### src/rtl/fp32_pkg.sv
// Shared fp32 constants, FSM state type and flag bit positions for the
// sequential divider.
package fp32_pkg;

  localparam int BIAS    = 127;
  localparam int EXP_MAX = 255;

  localparam logic [31:0] QNAN     = 32'h7FC0_0000;
  localparam logic [31:0] INF_MAG  = 32'h7F80_0000;
  localparam logic [31:0] MAXF_MAG = 32'h7F7F_FFFF;

  typedef enum logic [1:0] {
    IDLE = 2'd0,
    DIV  = 2'd1,
    NORM = 2'd2,
    DONE = 2'd3
  } state_t;

  // flags = {invalid, div_by_zero, overflow, underflow}
  localparam int FLAG_INVALID = 3;
  localparam int FLAG_DZ      = 2;
  localparam int FLAG_OF      = 1;
  localparam int FLAG_UF      = 0;

endpackage

### src/rtl/fp32_div_seq_exp_sub_bias.sv
// Biased quotient exponent ea - eb + 127 in 10-bit signed form, wide enough
// to expose both overflow (>= 255) and underflow (<= 0) before packing.
module exp_sub_bias
  import fp32_pkg::*;
(
  input  logic [7:0]        ea,
  input  logic [7:0]        eb,
  output logic signed [9:0] e
);

  localparam logic signed [9:0] BIAS_S = 10'(BIAS);

  assign e = $signed({2'b00, ea}) - $signed({2'b00, eb}) + BIAS_S;

endmodule

### src/rtl/fp32_div_seq.sv
// Sequential IEEE-754 single-precision divider: 26-step restoring significand
// division, one normalise/round cycle. Define FP32_DIV_RNE_EN for
// round-to-nearest-even; otherwise results are truncated.
module fp32_div_seq
  import fp32_pkg::*;
(
  input  logic        clk,
  input  logic        rst,
  input  logic        in_valid,
  output logic        in_ready,
  input  logic [31:0] a,
  input  logic [31:0] b,
  output logic        out_valid,
  input  logic        out_ready,
  output logic [31:0] q,
  output logic [3:0]  flags
);

  localparam logic signed [9:0] E_MAX_S = 10'(EXP_MAX);

`ifdef FP32_DIV_RNE_EN
  localparam logic [31:0] OVF_MAG = INF_MAG;
`else
  localparam logic [31:0] OVF_MAG = MAXF_MAG;
`endif

  state_t state;

  logic              sign_p0;
  logic signed [9:0] exp_p0;
  logic [25:0]       rem_p0;
  logic [23:0]       div_p0;
  logic [25:0]       quo_p0;
  logic [4:0]        cnt_p0;

  logic              sa, sb;
  logic [7:0]        ea, eb;
  logic [22:0]       fa, fb;
  logic signed [9:0] e_diff;

  assign sa = a[31];
  assign ea = a[30:23];
  assign fa = a[22:0];
  assign sb = b[31];
  assign eb = b[30:23];
  assign fb = b[22:0];

  exp_sub_bias u_exp_sub_bias (
    .ea (ea),
    .eb (eb),
    .e  (e_diff)
  );

  assign in_ready = (state == IDLE) && !rst;

  // Denormals flush to zero, so a zero exponent alone marks a zero operand.
  logic a_nan, b_nan, a_inf, b_inf, a_zero, b_zero, s_ab;
  assign a_nan  = (ea == 8'hFF) && (fa != 23'd0);
  assign b_nan  = (eb == 8'hFF) && (fb != 23'd0);
  assign a_inf  = (ea == 8'hFF) && (fa == 23'd0);
  assign b_inf  = (eb == 8'hFF) && (fb == 23'd0);
  assign a_zero = (ea == 8'h00);
  assign b_zero = (eb == 8'h00);
  assign s_ab   = sa ^ sb;

  logic        spec_hit;
  logic [31:0] spec_q;
  logic [3:0]  spec_fl;

  always_comb begin
    spec_hit = 1'b1;
    spec_q   = QNAN;
    spec_fl  = 4'd0;
    if (a_nan || b_nan || (a_zero && b_zero) || (a_inf && b_inf)) begin
      spec_q                = QNAN;
      spec_fl[FLAG_INVALID] = 1'b1;
    end else if (b_zero) begin
      spec_q           = {s_ab, INF_MAG[30:0]};
      spec_fl[FLAG_DZ] = 1'b1;
    end else if (a_inf) begin
      spec_q = {s_ab, INF_MAG[30:0]};
    end else if (b_inf || a_zero) begin
      spec_q = {s_ab, 31'd0};
    end else begin
      spec_hit = 1'b0;
    end
  end

  // Restoring step: one quotient bit per cycle, MSB (integer bit) first.
  logic        rem_ge;
  logic [25:0] rem_diff;
  logic [25:0] rem_next;

  always_comb begin
    rem_ge   = rem_p0 >= {2'b00, div_p0};
    rem_diff = rem_ge ? (rem_p0 - {2'b00, div_p0}) : rem_p0;
    rem_next = {rem_diff[24:0], 1'b0};
  end

`ifdef FP32_DIV_RNE_EN
  function automatic logic rne_inc(input logic lsb, input logic g,
                                   input logic r, input logic s);
    return g && (r || s || lsb);
  endfunction
`endif

  // Packs the final result and flags, saturating out-of-range exponents.
  function automatic logic [35:0] pack_sat(input logic sgn,
                                           input logic signed [9:0] e,
                                           input logic [22:0] frac);
    logic [31:0] r;
    logic [3:0]  f;
    f = 4'd0;
    if (e >= E_MAX_S) begin
      r          = {sgn, OVF_MAG[30:0]};
      f[FLAG_OF] = 1'b1;
    end else if (e <= 10'sd0) begin
      r          = {sgn, 31'd0};
      f[FLAG_UF] = 1'b1;
    end else begin
      r = {sgn, e[7:0], frac};
    end
    return {r, f};
  endfunction

  logic [23:0]       mant_n, mant_r;
  logic signed [9:0] exp_n, exp_r;
  logic [35:0]       norm_res;
  logic              unused_bits;

  always_comb begin
    mant_n = quo_p0[25] ? quo_p0[25:2] : quo_p0[24:1];
    exp_n  = quo_p0[25] ? exp_p0 : (exp_p0 - 10'sd1);
  end

`ifdef FP32_DIV_RNE_EN
  logic        guard_n, round_n, sticky_n, inc_n;
  logic [24:0] sum_n;

  always_comb begin
    guard_n  = quo_p0[25] ? quo_p0[1] : quo_p0[0];
    round_n  = quo_p0[25] ? quo_p0[0] : 1'b0;
    sticky_n = |rem_p0;
    inc_n    = rne_inc(mant_n[0], guard_n, round_n, sticky_n);
    sum_n    = {1'b0, mant_n} + {24'd0, inc_n};
    if (sum_n[24]) begin
      mant_r = sum_n[24:1];
      exp_r  = exp_n + 10'sd1;
    end else begin
      mant_r = sum_n[23:0];
      exp_r  = exp_n;
    end
  end

  assign unused_bits = mant_r[23];
`else
  assign mant_r      = mant_n;
  assign exp_r       = exp_n;
  assign unused_bits = mant_r[23] ^ quo_p0[0];
`endif

  assign norm_res = pack_sat(sign_p0, exp_r, mant_r[22:0]);

  always_ff @(posedge clk) begin
    if (rst) begin
      state     <= IDLE;
      out_valid <= 1'b0;
      q         <= 32'd0;
      flags     <= 4'd0;
      sign_p0   <= 1'b0;
      exp_p0    <= 10'sd0;
      rem_p0    <= 26'd0;
      div_p0    <= 24'd0;
      quo_p0    <= 26'd0;
      cnt_p0    <= 5'd0;
    end else begin
      case (state)
        // IDLE -> DIV/DONE: capture operands or resolve specials at once
        IDLE: begin
          if (in_valid) begin
            if (spec_hit) begin
              q         <= spec_q;
              flags     <= spec_fl;
              out_valid <= 1'b1;
              state     <= DONE;
            end else begin
              sign_p0 <= s_ab;
              exp_p0  <= e_diff;
              rem_p0  <= {3'b001, fa};
              div_p0  <= {1'b1, fb};
              quo_p0  <= 26'd0;
              cnt_p0  <= 5'd0;
              state   <= DIV;
            end
          end
        end
        // DIV -> NORM after 26 quotient bits
        DIV: begin
          rem_p0 <= rem_next;
          quo_p0 <= {quo_p0[24:0], rem_ge};
          cnt_p0 <= cnt_p0 + 5'd1;
          if (cnt_p0 == 5'd25) state <= NORM;
        end
        // NORM -> DONE: normalise, round, saturate
        NORM: begin
          q         <= norm_res[35:4];
          flags     <= norm_res[3:0];
          out_valid <= 1'b1;
          state     <= DONE;
        end
        // DONE -> IDLE on output handshake
        DONE: begin
          if (out_ready) begin
            out_valid <= 1'b0;
            state     <= IDLE;
          end
        end
        default: state <= IDLE;
      endcase
    end
  end

endmodule

### config.mk
export PLATFORM = sky130hd
export DESIGN_NAME = fp32_div_seq
export DESIGN_NICKNAME = d
export VERILOG_FILES = /design/src/rtl/fp32_pkg.sv /design/src/rtl/fp32_div_seq_exp_sub_bias.sv /design/src/rtl/fp32_div_seq.sv
export SDC_FILE = /design/constraint.sdc
export NUM_CORES = 1
export LEC_CHECK = 0
export ABC_CLOCK_PERIOD_IN_PS = 3230
export CAP_MARGIN = 30
export CORE_MARGIN = 2
export CORE_UTILIZATION = 51
export DETAILED_ROUTE_END_ITERATION = 6
export GPL_TIMING_DRIVEN = 0
export PLACE_DENSITY = 0.9
export REMOVE_ABC_BUFFERS = 1
export SYNTH_ARGS = -nofsm -noshare
export SYNTH_HDL_FRONTEND = slang
export SYNTH_SLANG_ARGS = --single-unit
### constraint.sdc
create_clock -name clk -period 3.23 [get_ports clk]
set_clock_uncertainty 0.1 [all_clocks]
set_input_delay 0.8075 -clock clk [delete_from_list [all_inputs] [get_ports clk]]
set_output_delay 0.8075 -clock clk [all_outputs]
set_load 0.02 [all_outputs]
# ---- After elaboration in Yosys (flattened, before gate mapping)
# Cells that the tools add are included.
dict set report totals {
  register_bits 131
  output_inout_bits 38
}
dict set report op_classes {
  bitwise_logic 2
  n_addsub 5
  n_reduce_logical 27
  n_mux 43
  n_eq_ne 11
  n_lt_le_gt_ge 3
}
# op count
set op_table {}
lappend op_table {{two-way mux 32 bit} 6}
lappend op_table {{two-way mux 26 bit} 4}
lappend op_table {{case mux 26 bit (2 select lines)} 2}
lappend op_table {{case mux 32 bit (2 select lines)} 1}
lappend op_table {{two-way mux 31 bit} 2}
lappend op_table {{logical NOT 23 bit} 2}
lappend op_table {{nonzero test 23 bit} 2}
lappend op_table {{greater-or-equal comparator 26 x 24 -> 1 bit} 1}
lappend op_table {{two-way mux 25 bit} 1}
lappend op_table {{subtractor 25 x 24 -> 25 bit} 1}
lappend op_table {{two-way mux 23 bit} 1}
lappend op_table {{equality test 8 bit (second input constant)} 2}
lappend op_table {{logical NOT 8 bit} 2}
lappend op_table {{two-way mux 1 bit} 13}
lappend op_table {{AND reduction 3 bit} 4}
lappend op_table {{adder 10 x 8 -> 10 bit (second input constant)} 1}
lappend op_table {{greater-or-equal comparator 10 x 9 -> 1 bit (second input constant)} 1}
lappend op_table {{<= comparator 10 x 1 -> 1 bit (second input constant)} 1}
lappend op_table {{two-way mux 10 bit} 1}
lappend op_table {{two-way mux 5 bit} 2}
lappend op_table {{inequality test 2 bit (second input constant)} 5}
lappend op_table {{case mux 5 bit (2 select lines)} 1}
lappend op_table {{subtractor 10 x 2 -> 10 bit (second input constant)} 1}
lappend op_table {{subtractor 8 x 8 -> 9 bit} 1}
lappend op_table {{18 further kinds} 33}

# ---- Logic depth before layout (Yosys ltp)
dict set report depth {
  word_depth 10
  mapped_depth 13
  mapped_depth_nobuf 12
}

# ---- Hierarchy
# Synthesis repeated with hierarchy kept, for this count alone.
dict set report unflattened {
  hier_cells 996
  area_unflattened_um2 7988.9
}
# mod area_per_inst_um2 cells_each seq_area_each_um2 instances
set by_module_without_submodules {}
lappend by_module_without_submodules {fp32_div_seq 7297.0 906 2622.5 1}
lappend by_module_without_submodules {exp_sub_bias 691.9 90 0.0 1}

# ---- Worst setup path after synthesis
# Ideal clock, no wire load.
dict set report synth_timing {
  kind {in2reg}
  start {input port a[23]}
  end {register exp_p0[8]}
  setup_ps 86
  path_buffers 0
  path_slack_ps 117
  arrival_ps 2927
  stages 11
  cell_sequence {inv_1 > ha_1 > inv_1 > fa_1 > a21o_1 > a21oi_1 > xnor2_1 > or3_1 > o31ai_1 > xnor2_1 > a211oi_1}
}
dict set report synth_between {
  elab_chain_len 8
  elab_cells_between_ends 18
  classes_between {add/sub (2); eq/ne (1); mux (4); bitwise (1); reduce/logical (10)}
}
# element line_no
set synth_lines {}
lappend synth_lines {{start: declaration} fp32_div_seq.sv:11} ;# input logic [31:0] a,
lappend synth_lines {{parallel branches: the longest is 8 deep, another holds adder 10 x 8 -> 10 bit} --}
lappend synth_lines {{end signal: assignment} fp32_div_seq.sv:188} ;# exp_p0 <= e_diff;
lappend synth_lines {{end: declaration} fp32_div_seq.sv:30} ;# logic signed [9:0] exp_p0;
# Parallel ways; which one is timed is not known.
# A chain may end at the register's enable or synchronous reset.

# ---- Worst setup path after layout
dict set report layout_timing {
  start {register state[1]}
  end {output port in_ready}
}
dict set report layout_between {
  elab_chain_len 2
}
# element line_no
set layout_lines {}
lappend layout_lines {{start: declaration} fp32_div_seq.sv:27} ;# state_t state;
lappend layout_lines {{start signal: assignment} fp32_div_seq.sv:166} ;# state <= IDLE;
lappend layout_lines {{start signal: assignment} fp32_div_seq.sv:185} ;# state <= DONE;
lappend layout_lines {{start signal: assignment} fp32_div_seq.sv:193} ;# state <= DIV;
lappend layout_lines {{logical NOT 2 bit} fp32_div_seq.sv:54} ;# assign in_ready = (state == IDLE) && !rst;
lappend layout_lines {{logical AND 1 bit} fp32_div_seq.sv:54}
lappend layout_lines {{end: declaration} fp32_div_seq.sv:10} ;# output logic in_ready,
# Every way passes these cells.

==> results.toml <==
[cts]
cts_tree = "yes"
cts_sinks = 131
clockBufferDepth = 2
cts_buffers = 17
clock_latency_ns = 0.44
cts_root_buf = "clkbuf_16"
cts.clk_slew.worst_paths_ns = 0.06
htree_levels = 4
cts_hold_buf = 0

[timing]
setup_viol = 0
tightest_slew_ns = 0.964
period_minus_slack_ns = 3.16
maxSlewViolCount = 0
max_freq_ghz = 0.317
hold_viol_final = 0
finalCritPeriodShare_pct = 97.7
rsz0062_at_grt = "false"
relSlewSlack_pct = 35.7

[grt]
grt_pass1_vias = 7792
antenna_found_initial = 0
overflow = 0
busiest_layer = "met2"
grt_max_degree = 73
use_met1_pct = 34.7
use_met3_pct = 6.61
grt_pass1_wl_um = 37800
grt_use_total_pct = 28.1
met2_usage_pct = 46.6

[logic_synthesis]
syn_avg_cell_area_um2 = 7.72
ys_types = 74
synth.largest_area_cell = "dfxtp_1"
synth.top_cell.area_share_pct = 32.7
synth_area_leaders = "dfxtp_1, a21oi_1, nand2_1"
synth_cells = 1039
synth_edf_count = 0
netlist_area_um2 = 8020
ys_seq_area_share_pct = 32.7
ys_ff_latch = 131
synthFlopType = "dfxtp_1"
postSynth.asyncResetShare_pct = 0
ys.warnings.count = 0

[layout]
final_cell_mix = "nand2_1, dfxtp_1, a21oi_1, clkdlybuf4s50_1, nor2_1"
layout-drive-gt1-share_pct = 12.6
n_fill_cell = 1128
seq_area_um2 = 2620
area_growth_pct = 29.5
final_common_cell = "nand2_1"
multi_input_area_um2 = 5130
n_antenna_cell = 0
final_net_count = 1247
post-route-util_pct = 67.9

[die]
die-area_um2 = 16700
die_h_um = 129
start_util_pct = 52.4
rows = 45
die_w_um = 129
core_area_um2 = 15300
pin_count = 106

[worst_setup_path]
arrival_ns = 2.25
cp-start-kind = "flop"
setup.worst_path.end_class = "output pin"
r2r_setup_slack_ns = 0.17
crit_fanout = 6
crit_type = "reg -> out"
cp.required_ns = 2.32

[pwr]
power_density_nw_per_um2 = 1040
irDropWorstVdd_v = 0.000613
p_leak_nw = 4.00
p_total_mw = 10.9

[route]
first_pass_iters = 6
wirelength_um = 25600
wl_per_cell_um = 18.8
drc_errors = 0
drt_iter0_drc = 1014
avgViaCountPerCell = 6.26
vias = 8503
ant_nets = 0

[run]
maxCapViolCount = 0

[placed_design]
dp_hpwl_um = 15200
port_buffers = 105
place.gp.congestion = 0.939

[run_status]
status = "complete, no violations"

[worst_hold_path]
hold_class = "reg -> reg"
-- worst paths after layout --
check	cells past startpoint	to	start
hold reg to reg	2	q[0]	q[0]
setup / recovery	5	in_ready	state[1]
hold / removal	2	q[0]	q[0]
setup reg to reg	10	rem_p0[25]	div_p0[21]
-- cell type report --
cell class | instances | share of cell area [%]
Multi-Input combinational cell | 787 | 49.4
Sequential cell | 131 | 25.2
Timing Repair Buffer | 142 | 15.2
Clock buffer | 19 | 4.36
Tap cell | 211 | 2.54
Inverter | 56 | 2.06
Clock inverter | 12 | 1.25
-- critical path, cell delays in order, from the launching register on --
cell	delay, ns
dfxtp_1	0.35
inv_1	0.16
ha_1	0.30
clkinvlp_4	0.23
nor2_1	0.14
clkdlybuf4s50_1	0.62
-- flip-flops by register name, summed over array words and instances (netlist names) --
register	count
q	32
quo_p0	26
rem_p0	26
div_p0	24
exp_p0	10
cnt_p0	5
flags	4
state	2
out_valid	1
sign_p0	1
-- report_power, final --
part / internal [mW] / switching [mW]
Sequential: 1.89 / 0.275
Combinational: 2.73 / 4.03
Clock: 1.17 / 0.755
Total: 5.79 / 5.06
-- kinds of logic (layout without fill, tap and decap cells) --
logic type,count (synthesis),count (layout),synth area share [%]
muxes,29,29,3.98
buffers and inverters,124,229,6.25
adders and majority gates,44,44,7.05
DFF,131,131,32.7
and+or+nand+nor,345,345,19.8
AOI/OAI and AO/OA,322,325,25.4
xor gates and xnor gates,44,44,4.80
-- synthesized netlist by cell type, types with 3 or more instances --
cell and n:
a221oi_2 4, xnor2_1 28, inv_1 56, or3_1 5, mux2i_1 6, buf_2 8
ha_1 42, o31ai_1 4, nand2_1 148, a22oi_1 21, nor4_1 11, nand2b_1 6
nand3_1 33, or4_1 5, mux2_2 23, and2_1 6, o22ai_1 15, a21boi_0 3
o31a_1 3, nor3_1 22, a211oi_1 9, o211a_1 3, o211ai_1 8, nor2b_1 7
xor2_1 16, a31oi_1 7, buf_6 3, a221oi_1 4, o21ai_0 47, o21a_1 11
nand4_1 12, a21oi_1 131, o21ai_1 10, clkbuf_1 51, a21o_1 13, nand3b_1 4
a311oi_1 3, buf_1 5, and3_1 3, nor2_1 71, dfxtp_1 131, o21bai_1 3
-- layer usage --
layer,vias to the layer above,part of all wire [%]
li1,3900,-
met1,4004,39
met2,499,48
met3,100,9.4
met4,0,4.0
met5,-,0
-- repair_timing --
action                                  4_1_cts  5_1_grt
cloned                                        4        3
buffers inserted                              7       17
pin swaps                                     5       11
endpoints found under the setup margin       91       62
resized for setup                            19       35
-- per-stage QoR --
stage                     hold WS, ns  area [um^2]  TNS [ns]  cells  setup WS, ns
final                           0.349        10400         0   1358        0.0731
after global routing            0.378        10400         0   1358        0.0135
after CTS                       0.354        10100   -0.0170   1338       -0.0170
after detailed placement        0.347         9280    -76.64   1296         -1.48
after global placement          0.339         9050   -379.18   1287         -3.90
after floorplan                 0.329         7730   -102.98    971         -1.69
Power figures use the tool's default switching activity.
